--- config.mk ---
export PLATFORM = sky130hd
export DESIGN_NAME = dyn_link_input_buffer
export DESIGN_NICKNAME = d
export VERILOG_FILES = /design/src/rtl/dyn_link_input_buffer.sv
export SDC_FILE = /design/constraint.sdc
export NUM_CORES = 1
export LEC_CHECK = 0
export ABC_AREA = 1
export CORE_ASPECT_RATIO = 0.7
export CORE_MARGIN = 2
export CORE_UTILIZATION = 55
export DETAILED_ROUTE_END_ITERATION = 6
export PLACE_DENSITY = 0.79
export SLEW_MARGIN = 20
export SYNTH_ARGS = -nofsm -noshare
export SYNTH_HDL_FRONTEND = slang
export SYNTH_SLANG_ARGS = --single-unit
--- constraint.sdc ---
create_clock -name clk -period 14 [get_ports clk]
set_clock_uncertainty 0.05 [all_clocks]
set_input_delay 3.5 -clock clk [delete_from_list [all_inputs] [get_ports clk]]
set_output_delay 3.5 -clock clk [all_outputs]
set_load 0.02 [all_outputs]
--- src/rtl/dyn_link_input_buffer.sv ---
// rtl/dyn_link_input_buffer.sv - credit-based link input FIFO with optional bit-inversion restore
module dyn_link_input_buffer #(
  parameter int DATA_WIDTH = 64,
  parameter int DEPTH_LOG2 = 2,
  parameter int INVERT_IN  = 1
) (
  input  logic                  clk,
  input  logic                  reset,
  input  logic                  valid_in,
  input  logic [DATA_WIDTH-1:0] data_in,
  output logic                  yummy_out,
  output logic                  data_val,
  output logic [DATA_WIDTH-1:0] data_out,
  input  logic                  thanks_in,
  output logic [DEPTH_LOG2:0]   count,
  output logic                  overflow_err
);

  localparam int                DEPTH      = 1 << DEPTH_LOG2;
  localparam logic [DEPTH_LOG2:0] FULL_COUNT = (DEPTH_LOG2+1)'(DEPTH);

  logic [DATA_WIDTH-1:0] mem [DEPTH];
  logic [DEPTH_LOG2-1:0] wr_ptr;
  logic [DEPTH_LOG2-1:0] rd_ptr;
  logic [DATA_WIDTH-1:0] capture_data;
  logic                  full;
  logic                  enq;
  logic                  deq;
  logic                  drop;

  // Undo the link's wire inversion before the flit is stored
  assign capture_data = (INVERT_IN != 0) ? ~data_in : data_in;

  // Handshake decode; a full buffer still accepts when the head leaves in the same cycle
  always_comb begin
    full     = (count == FULL_COUNT);
    data_val = (count != '0);
    deq      = thanks_in & data_val;
    enq      = valid_in & (~full | deq);
    drop     = valid_in & full & ~deq;
    data_out = data_val ? mem[rd_ptr] : '0;
  end

  // Flit storage, intentionally not reset; data_out masks it while empty
  always_ff @(posedge clk) begin
    if (!reset && enq) begin
      mem[wr_ptr] <= capture_data;
    end
  end

  // Pointers, occupancy, sticky overflow and registered credit return
  always_ff @(posedge clk) begin
    if (reset) begin
      wr_ptr       <= '0;
      rd_ptr       <= '0;
      count        <= '0;
      overflow_err <= 1'b0;
      yummy_out    <= 1'b0;
    end else begin
      if (enq) begin
        wr_ptr <= wr_ptr + DEPTH_LOG2'(1);
      end
      if (deq) begin
        rd_ptr <= rd_ptr + DEPTH_LOG2'(1);
      end
      case ({enq, deq})
        2'b10:   count <= count + (DEPTH_LOG2+1)'(1);
        2'b01:   count <= count - (DEPTH_LOG2+1)'(1);
        default: count <= count;
      endcase
      if (drop) begin
        overflow_err <= 1'b1;
      end
      yummy_out <= deq;
    end
  end

endmodule

**Word-level counts from Yosys, hierarchy flattened**

Memories as Yosys holds them, arrays and structs flattened. A register that Yosys moved wholly into a read port is not among the register bits.
Index checks and enable logic that the tools add are counted.

- RAM bits: 256
- Word-level logic and storage cells: 31
- Memories kept: 1
- Output and inout bits: 70
- Bits in registers: 9

Memories:

| name | words | bits a word | rd ports | clocked after Yosys merged registers in | write ports | line | RTL |
|---|---|---|---|---|---|---|---|
| mem | 4 | 64 | 1 | 1 | 1 | 22 | `logic [DATA_WIDTH-1:0] mem [DEPTH];` |

- $add $sub $neg: 4
- Muxes and demuxes: 6
- Bitwise gates (word level): 8
- Reduce and logical (&&, ||, !) cells: 4
- Equality and inequality tests: 3

Operators by type and width:

| cell | number |
|---|---|
| $mux 64 | 1 |
| $not 64->64 | 1 |
| $pmux 3 s2 | 1 |
| $add 2x1->2 const B | 2 |
| $and 1x1->1 | 4 |
| $mux 2 | 2 |
| $add 3x1->3 const B | 1 |
| $eq 3x3->1 const B | 1 |
| $reduce_bool 3->1 | 1 |
| $sub 3x1->3 const B | 1 |
| $eq 2x1->1 const B | 1 |
| $eq 2x2->1 const B | 1 |
| $mux 1 | 2 |
| $not 1->1 | 2 |
| $reduce_bool 2->1 | 1 |
| $logic_and 1x1->1 | 1 |
| $logic_not 1->1 | 1 |
| $or 1x1->1 | 1 |

**Depth between registers and ports, before layout**

Gate-level depths: netlist of run 1.

- Depth after elaboration: 7
- Gate-level depth with buffers: 9
- Gate-level depth less buffers: 9

**Worst setup path before layout of run 1**

Ideal clock, no wire load.

- Path kind: input -> register
- From: in reset
- To: mem mem[0][0], enable pin
- Data required time: 13.464 ns
- Arrival time: 6.470 ns
- Path slack: 6.994 ns
- Stages on the path: 3
- Library setup time: 0.486 ns
- Path through: inv_1 nand3_1 nor2_1

- Cells in the longest elaborated chain, start to end: 4

Ends and longest elaborated chain:

| what | line | RTL |
|---|---|---|
| from (decl) | 8 | `input logic reset,` |
| $logic_not 1->1 | 46 | `if (!reset && enq) begin` |
| $logic_and 1x1->1 | 46 |  |
| $mux 1 | 46 |  |
| $mux 1 (implied by the code) | 47 | `mem[wr_ptr] <= capture_data;` |
| to (decl) | 22 |  |

No other way between the ends.

==> results of run 1 <==
cells by family after synthesis:
family / share of synthesized area, %
compound gates: 9.454
fa+ha+maj: 0.6536
buf+inv: 5.719
flops: 73.76
simple gates: 10.41
metrics by stage:
step | power, mW | utilization, % | instance area, um^2 | setup WS [ns] | hold slack (ns)
after floorplan | 1.203 | - | 10720 | 6.994 | 0.4327
after global placement | 1.388 | 64.26 | 12220 | 7.452 | 0.3971
after detailed placement | 1.395 | 64.26 | 12220 | 7.426 | 0.4052
after CTS | 2.048 | 68.44 | 13020 | 6.830 | 0.4198
after global routing | 2.118 | 68.46 | 13020 | 6.689 | 0.4250
final | 2.041 | 68.46 | 13020 | 6.907 | 0.4174
power by group through the flow:
| stage | Combinational, mW | Clock [mW] | Sequential (mW) |
|---|---|---|---|
| finish | 0.458 | 0.662 | 0.921 |
| global route | 0.495 | 0.698 | 0.925 |
| CTS | 0.459 | 0.667 | 0.922 |
| detailed placement | 0.456 | 0 | 0.939 |
| global placement | 0.451 | 0 | 0.938 |
| floorplan | 0.271 | 0 | 0.932 |
critical path: stages, from the launching register on:
cell             delay, ns
dfxtp_2               0.31
buf_4                 0.61
inv_2                 0.49
buf_4                 0.41
nor2_1                0.15
o21ai_0               0.12
a21oi_1               0.25
clkdlybuf4s50_1       0.65
sequential cells by signal, indices dropped and copies added (netlist names), named ones only:
| register | cells |
|---|---|
| mem | 256 |
| count | 3 |
| rd_ptr | 2 |
| wr_ptr | 2 |
| overflow_err | 1 |
| yummy_out | 1 |
layer usage:
metal / share of wire [%] / track usage (%)
met5: 0 / 0
met4: 2.1 / 6.144
met3: 7.2 / 4.354
met2: 46 / 33.76
met1: 45 / 31.12
placed cells by master, fill, tap and decap left out, drive strengths merged:
cell and count:
and2 1, nor2 268, o21a 1, buf 9, nor3b 1, ha 4
clkdlybuf4s50 137, clkinv 9, nand2 7, nand4 2, fa 1, nand3 7
o21ai 132, dfxtp 11, bufinv 3, clkinvlp 3, edfxtp 256, a21oi 69
nor3 1, clkbuf 31, inv 82
cells in the mapped netlist, drive strengths merged:
library cell and number:
nor3 1, inv 83, nand4 2, ha 4, nor3b 1, clkbuf 12
fa 1, a21oi 69, buf 35, nand3 7, o21ai 132, nor2 268
edfxtp 256, nand2 7, and2 1, o21a 1, dfxtp 11
area by class of cell:
class,count,area (um^2)
flip-flops and latches,267,7913
fillers,1352,6001
multi-input cells,494,2230
repair buffers,146,1443
clock buffers,31,648.1
well taps,264,330.3
inverters,83,312.8
clock inverters,14,146.4
how the worst max path moves through the flow:
stage	cells past startpoint	end	slack [ns]	from
detailed placement	7	data_out[33]	7.43	register
global placement	7	data_out[33]	7.45	register
finish	7	data_out[3]	6.91	register
CTS	7	data_out[3]	6.83	register
floorplan	3	mem[0][0]	6.99	reset
global route	7	data_out[3]	6.69	register
==> key figures, run 1 <==
Run status
  • Outcome: completed

Timing
  • Final hold vios: 0
  • Final slew viol count: 0
  • Setup TNS: 0 ns
  • Final worst-path cycle share: 50.67%
  • Peak Freq: 0.1410 GHz
  • Final Setup Violations: 0
  • Post-layout min period: 7.093 ns
  • Worst-Margin Slew: 0.9857 ns
  • Relative slew slack: 34.28%
  • RSZ-0062 raised after global routing: no

Logic synthesis
  • YS warnings: 0
  • Synth Net Count: 964
  • Yosys top cell area share: 71.71%
  • Post-Synthesis Cell Area: 0.01072 mm^2
  • Largest area contributor in the netlist: edfxtp_1
  • Top cells by area, synth: edfxtp_1 (72%), nor2_1 (9.3%), o21ai_0 (5.8%), a21oi_1 (3.2%), inv_1 (2.8%)
  • Seq/Total Area, Yosys: between 70% and 80%
  • Gate Count Post-Synth: 891
  • Mean Syn Cell Area: 12.03 um^2
  • Netlist cell types: 25
  • Yosys reg bits: 267

Power
  • Comb power frac: 22.4%
  • Clock Power Share: around a third
  • Sequential Power Share: 45.1%
  • Internal power: 1.466 mW
  • Pleak: 4.625 nW
  • Sw Ratio: between 20% and 30%
  • Pwr/cell area: 156.7 mW/mm^2
  • Worst VDD drop: 89.20 uV
  • NetSw: 0.5749 mW

CTS
  • CTS Hold Bufs: 0
  • Root Buffer: clkbuf_16
  • CTS Sinks: 267
  • CTS tree: built
  • Clk buf depth: 3
  • H-tree depth: 1
  • PostCTS Resize Cnt: 0
  • CTS Buf Count: 25
  • Clock Latency Late Sink: 0.51 ns
  • Setup Buffers After CTS: 0
  • Worst-path clk slew: around 0.060 ns

Critical path
  • Worst r2r path cells: 5
  • Critical Path End Type: output port
  • Worst r2r dst: mem[3][39]
  • Max FO, Critical Path: 65
  • Arr. time, crit path: 3.54 ns
  • Worst reg2reg startpoint: count[0]
  • Kind of critical path: reg -> out
  • Setup crit start kind: register
  • R2R setup slack: 11.44 ns
  • WP data required: 10.45 ns

Global routing
  • GR Util All Layers: 21.57%
  • Largest net degree at the start of global routing: 129
  • Global-route wire length before repair: 34400 um
  • Remaining Overflow, GRT: 0
  • Number of global-route vias before repair: between 6000 and 7000
  • Initial antenna violation count: 0

Hold path
  • Hold endpoint: overflow_err
  • Hold Path Origin: overflow_err
  • Worst hold path class: reg -> reg
  • Worst Hold Depth: 1

Floorplan
  • Die area: 0.02064 mm^2
  • Num rows: 42
  • Top Ports: approximately 140
  • Chip height: approximately 120 um
  • Initial core utilization: about 56%
  • Core Area: 0.01902 mm^2
  • Die W: 170.9 um

Layout
  • Area growth syn-to-layout: 21.48%
  • Share of cells above drive strength 1: roughly 5.3%
  • Post-route insts no fill: between 1000 and 1500
  • Diode count: 0
  • Fin nets: 1090

Drt
  • Final ANT Viol Nets: 0
  • Vias: 6862
  • Wire length per cell: 16.99 um
  • Drt drc: 0
  • Final WL: between 20000 and 25000 um
  • Detailed Routing Iterations Pass 1: 4
  • DR vias/cell: 5.283
  • Initial DRC count: 761

Place
  • Dpl hpwl: 12060 um
  • Placed cell count: 1254
  • Placer Congestion: approximately 0.74
  • IO buf count: 137

Flow run
  • Max-cap viol count: 0
Note: power is estimated with default switching activity, not from simulation.
==> run 2, diff against run 1 <==
Clock period 14 ns to 6.8 ns, I/O delays scaled along.
==> key figures, run 2 (synthesis gave the netlist of run 1 again) <==
Drt
  • Vias: 6951 (was 6862)
  • Final ANT Viol Nets: 0 (unchanged)
  • Drt drc: 0 (unchanged)
  • Wire length per cell: 17.44 um (was 16.99 um)
  • DR vias/cell: 5.339 (was 5.283)
  • Final WL: 22710 um (was 22070 um)
  • Detailed Routing Iterations Pass 1: 5 (was 4)
  • Initial DRC count: 725 (was 761)

Layout
  • Post-route insts no fill: 1302 (was 1299)
  • Final core utilization: 68.17% (was 68.46%)
  • Most flops, register: mem (unchanged)
  • Max FFs per register: 256 (unchanged)
  • Share of cells above drive strength 1: 5.010% (was 5.314%)
  • Biggest regs: mem: 256 flops, count: 3 flops (unchanged)
  • Area growth syn-to-layout: 20.96% (was 21.48%)
  • Most common cell after layout, fill and taps aside: nor2_1 (unchanged)
  • Diode count: 0 (unchanged)
  • Fin nets: 1093 (was 1090)
  • Most frequent cells in the layout: nor2_1 (263), edfxtp_1 (256), clkdlybuf4s50_1 (137) (unchanged)

Timing
  • Setup TNS: 0 ns (unchanged)
  • Post-layout min period: around 5.6 ns
  • Worst setup margin: 1.235 ns (was 6.907 ns)
  • Peak Freq: 0.1797 GHz
  • Final slew viol count: 0 (unchanged)
  • RSZ-0062 raised after global routing: no (unchanged)
  • Final hold vios: 0 (unchanged)
  • Final worst-path cycle share: about four fifths
  • Worst-Margin Slew: 1.044 ns (was 0.9857 ns)
  • Final Setup Violations: 0 (unchanged)
  • Relative slew slack: 30.38% (was 34.28%)

Global routing
  • Largest net degree at the start of global routing: 86 (was 129)
  • Remaining Overflow, GRT: 0 (unchanged)
  • Global-route wire length before repair: 35650 um (was 34400 um)
  • Initial antenna violation count: 0 (unchanged)
  • Number of global-route vias before repair: 6753 (was 6695)
  • GR Util All Layers: 22.29% (was 21.57%)

Power
  • Pleak: 4.610 nW (was 4.625 nW)
  • Pwr/cell area: 314.1 mW/mm^2 (was 156.7 mW/mm^2)
  • Worst VDD drop: 218.8 uV (was 89.20 uV)
  • Overall power: 4.073 mW (was 2.041 mW)

Flow run
  • Max-cap viol count: 0 (unchanged)

CTS
  • PostCTS Resize Cnt: 0 (unchanged)
  • Root Buffer: clkbuf_16 (unchanged)
  • CTS Buf Count: 25 (unchanged)
  • CTS Hold Bufs: 0 (unchanged)
  • Clock Latency Late Sink: 0.51 ns (about the same)
  • Worst-path clk slew: 0.06 ns (about the same)
  • H-tree depth: 1 (unchanged)
  • CTS tree: built (unchanged)
  • CTS Sinks: 267 (unchanged)
  • Setup Buffers After CTS: 0 (unchanged)
  • Clk buf depth: 3 (unchanged)

Floorplan
  • Num rows: 42 (unchanged)
  • Initial core utilization: 56.35% (unchanged)
  • Die area: 0.02064 mm^2 (unchanged)
  • Core Area: 0.01902 mm^2 (unchanged)
  • Chip height: 120.8 um (unchanged)
  • Die W: 170.9 um (unchanged)
  • Top Ports: 138 (unchanged)

Run status
  • Outcome: completed (unchanged)

Critical path
  • Setup crit start kind: register (unchanged)
  • WP data required: 5.05 ns (was 10.45 ns)
  • Arr. time, crit path: 3.81 ns (was 3.54 ns)
  • Critical Path End Type: output port (unchanged)
  • Kind of critical path: reg -> out (unchanged)
  • Max FO, Critical Path: 85 (was 65)

Place
  • Placed cell count: 1257 (was 1254)
  • IO buf count: 137 (unchanged)
  • Dpl hpwl: 13150 um (was 12060 um)
  • Placer Congestion: 0.7805 (was 0.7382)
  • Pre-CTS WS: 1.793 ns (was 7.426 ns)

Hold path
  • Worst hold path class: reg -> reg (unchanged)
==> run 2: cell types whose count changed in the layout (fill, tap and decap cells not counted), sizes merged <==
cell      before  now
bufinv         3    0
buf            9   12
clkinvlp       3    0
inv           82   83
clkinv         9   14
==> run 2: area by class of cell <==
cell class                 instances  area (um^2)
tap                              264        330.3
timing repair buffer             149         1474
clock buffer                      31        648.1
multi-input combinational        494         2230
inverter                          83        312.8
sequential                       267         7913
fill                            1353         6056
clock inverter                    14        60.06
==> run 2: per-layer routing <==
layer  part of all wire, %  track usage (%)
met1                    45            33.46
met2                    46            34.74
met3                   7.5            3.928
met4                   1.5            4.661
met5                     0                0
==> run 2: final timing paths <==
check          startpoint            to  slack [ns]  depth (start not counted)
max              register  data_out[48]        1.24                          5
min          overflow_err  overflow_err        0.43                          1
max reg2reg      count[0]    mem[3][12]        4.01                          5
min reg2reg  overflow_err  overflow_err        0.43                          1
==> run 2: metrics by stage <==
step	cell area [um^2]	hold WS [ns]
2_1_floorplan	10720	0.4327
3_3_place_gp	12240	0.4113
3_5_place_dp	12260	0.4237
4_1_cts	12970	0.4385
5_1_grt	12970	0.4699
6_report	12970	0.4327
==> run 2: worst max-delay path: stages, from the launching register on <==
cell and delay [ns]:
dfxtp_4 0.74, clkinv_2 0.98, buf_4 0.59, o21ai_0 0.23, a21oi_1 0.12, clkdlybuf4s50_1 0.59
==> run 2: power by group <==
part           internal (mW)  switching (mW)
clock network          0.672           0.560
logic                  0.367           0.577
registers               1.86          0.0345
total                   2.90            1.17
==> run 3, diff against run 2 <==
Settings changed: CORE_UTILIZATION 55 to 50, PLACE_DENSITY 0.79 to 0.76.
Clock period 6.8 ns to 4.96 ns, I/O delays scaled along.
==> key figures, run 3 (synthesis gave the netlist of run 1 again) <==
Power
  • Internal power: 4.087 mW (was 2.902 mW)
  • Pwr/cell area: 436.9 mW/mm^2 (was 314.1 mW/mm^2)
  • Comb power frac: 23.4% (was 23.2%)
  • Sw Ratio: 28.45% (was 28.77%)
  • Worst VDD drop: 389.6 uV (was 218.8 uV)
  • Pleak: 4.639 nW (was 4.610 nW)
  • Clock Power Share: 31.6% (was 30.3%)
  • Overall power: 5.713 mW (was 4.073 mW)
  • Sequential Power Share: 45.1% (was 46.6%)
  • NetSw: 1.625 mW (was 1.172 mW)

Floorplan
  • Core Area: 0.02087 mm^2 (was 0.01902 mm^2)
  • Initial core utilization: 51.38% (was 56.35%)
  • Die area: 0.02265 mm^2 (was 0.02064 mm^2)
  • Top Ports: 138 (unchanged)
  • Chip height: 126.5 um (was 120.8 um)
  • Die W: 179.0 um (was 170.9 um)
  • Num rows: 44 (was 42)

Drt
  • Uppermost routed layer: met4 (unchanged)
  • Met3 wire len: 1647 um (was 1698 um)
  • Final ANT Viol Nets: 0 (unchanged)
  • Wire length per cell: 17.25 um (was 17.44 um)
  • Drt drc: 0 (unchanged)
  • Vias: 6884 (was 6951)
  • Detailed Routing Iterations Pass 1: 5 (unchanged)
  • Initial DRC count: 794 (was 725)
  • Final WL: 22600 um (was 22710 um)
  • Routed wl met2: 10490 um (was 10390 um)
  • Met1 WL: 10160 um (was 10290 um)
  • DR vias/cell: 5.255 (was 5.339)

Layout
  • Most frequent cells in the layout: nor2_1 (263), edfxtp_1 (256), clkdlybuf4s50_1 (137) (unchanged)
  • Most flops, register: mem (unchanged)
  • Final core utilization: 62.66% (was 68.17%)
  • Share of cells above drive strength 1: 5.416% (was 5.010%)
  • Fin nets: 1092 (was 1093)
  • Post-route insts no fill: 1310 (was 1302)
  • Number of fill cells in the layout: 1575 (was 1353)
  • Max FFs per register: 256 (unchanged)
  • Diode count: 0 (unchanged)
  • Most common cell after layout, fill and taps aside: nor2_1 (unchanged)
  • Finished layout cell area: 0.01308 mm^2 (was 0.01297 mm^2)
  • Area growth syn-to-layout: 21.97% (was 20.96%)
  • Biggest regs: mem: 256 flops, count: 3 flops (unchanged)

CTS
  • H-tree depth: 1 (unchanged)
  • CTS Hold Bufs: 0 (unchanged)
  • PostCTS Resize Cnt: 0 (unchanged)
  • CTS tree: built (unchanged)
  • CTS Buf Count: 25 (unchanged)
  • CTS Sinks: 267 (unchanged)
  • Root Buffer: clkbuf_16 (unchanged)
  • Setup Buffers After CTS: 0 (unchanged)
  • Clock Latency Late Sink: 0.52 ns (was 0.51 ns)
  • Clk buf depth: 3 (unchanged)
  • Worst-path clk slew: 0.06 ns (about the same)

Global routing
  • Remaining Overflow, GRT: 0 (unchanged)
  • Number of global-route vias before repair: 6408 (was 6753)
  • Initial antenna violation count: 0 (unchanged)
  • Global-route wire length before repair: 34610 um (was 35650 um)
  • GR Util All Layers: 19.68% (was 22.29%)
  • Largest net degree at the start of global routing: 77 (was 86)

Critical path
  • Setup crit start kind: register (unchanged)
  • R2R setup slack: 3.00 ns (was 4.01 ns)
  • Worst r2r path cells: 5 (unchanged)
  • WP data required: 3.67 ns (was 5.05 ns)
  • Worst r2r dst: mem[1][23] (was mem[3][12])
  • Worst reg2reg startpoint: count[0] (unchanged)
  • Arr. time, crit path: 2.86 ns (was 3.81 ns)
  • Kind of critical path: reg -> out (unchanged)
  • Critical Path End Type: output port (unchanged)
  • Max FO, Critical Path: 58 (was 85)

Timing
  • Peak Freq: approximately 0.24 GHz
  • Final worst-path cycle share: 83.64%
  • Hold_ws: 0.4160 ns (was 0.4327 ns)
  • Final slew viol count: 0 (unchanged)
  • Worst-Margin Slew: 1.046 ns (was 1.044 ns)
  • Final hold vios: 0 (unchanged)
  • Relative slew slack: 30.17% (was 30.38%)
  • Final Setup Violations: 0 (unchanged)
  • Setup TNS: 0 ns (unchanged)
  • Post-layout min period: 4.148 ns
  • RSZ-0062 raised after global routing: no (unchanged)
  • Worst setup margin: 0.8116 ns (was 1.235 ns)

Place
  • Pre-CTS WS: 1.339 ns (was 1.793 ns)
  • Placed cell area: 0.01232 mm^2 (was 0.01226 mm^2)
  • Placer Congestion: 0.7569 (was 0.7805)
  • IO buf count: 137 (unchanged)
  • Dpl hpwl: 12780 um (was 13150 um)
  • Placed cell count: 1268 (was 1257)

Hold path
  • Worst Hold Depth: 1 (unchanged)
  • Hold Path Origin: overflow_err (unchanged)
  • Worst hold path class: reg -> reg (unchanged)
  • Hold endpoint: overflow_err (unchanged)

Flow run
  • Max-cap viol count: 0 (unchanged)

Run status
  • Outcome: completed (unchanged)
-- run 3: cell count changes in the layout (fill, tap and decap cells not counted), sizes merged --
| cell | change |
|---|---|
| clkinv | -5 |
| bufinv | +2 |
| clkbuf | -2 |
| clkinvlp | +2 |
| buf | -1 |
-- run 3: worst max-delay path by stage --
stage                   end  cells past startpoint
5_1_grt        data_out[46]                      6
6_report        data_out[1]                      5
2_1_floorplan     mem[0][0]                      3
4_1_cts         data_out[0]                      6
3_3_place_gp    data_out[0]                      6
3_5_place_dp    data_out[0]                      6
-- run 3: area by class of cell --
| cell class | count | area [um^2] | share of cell area, % |
|---|---|---|---|
| inverters | 83 | 312.8 | 2.392 |
| repair buffers | 148 | 1516 | 11.60 |
| clock inverters | 13 | 117.6 | 0.8995 |
| flip-flops and latches | 267 | 7913 | 60.52 |
| well taps | 276 | 345.3 | 2.641 |
| clock buffers | 29 | 640.6 | 4.900 |
| multi-input cells | 494 | 2230 | 17.05 |
-- run 3: critical path, cell delays in order, from the launching register on --
cell             delay [ns]
dfxtp_4                0.36
clkinv_2               0.56
buf_4                  0.47
o21ai_0                0.25
a21oi_1                0.11
clkdlybuf4s50_1        0.59
-- run 3: routing by layer --
layer	global-route usage (%)	vias up
li1	-	3301
met1	29.54	3305
met2	30.57	251
met3	3.327	27
met4	4.161	0
met5	0	-
-- run 3: power groups by stage --
stage                     Combinational (mW)  Clock (mW)  Sequential [mW]
after global placement                  1.32           0             2.62
after global routing                    1.44        1.91             2.58
after detailed placement                1.33           0             2.62
after CTS                               1.34        1.83             2.57
final                                   1.34        1.80             2.57
after floorplan                        0.765           0             2.63
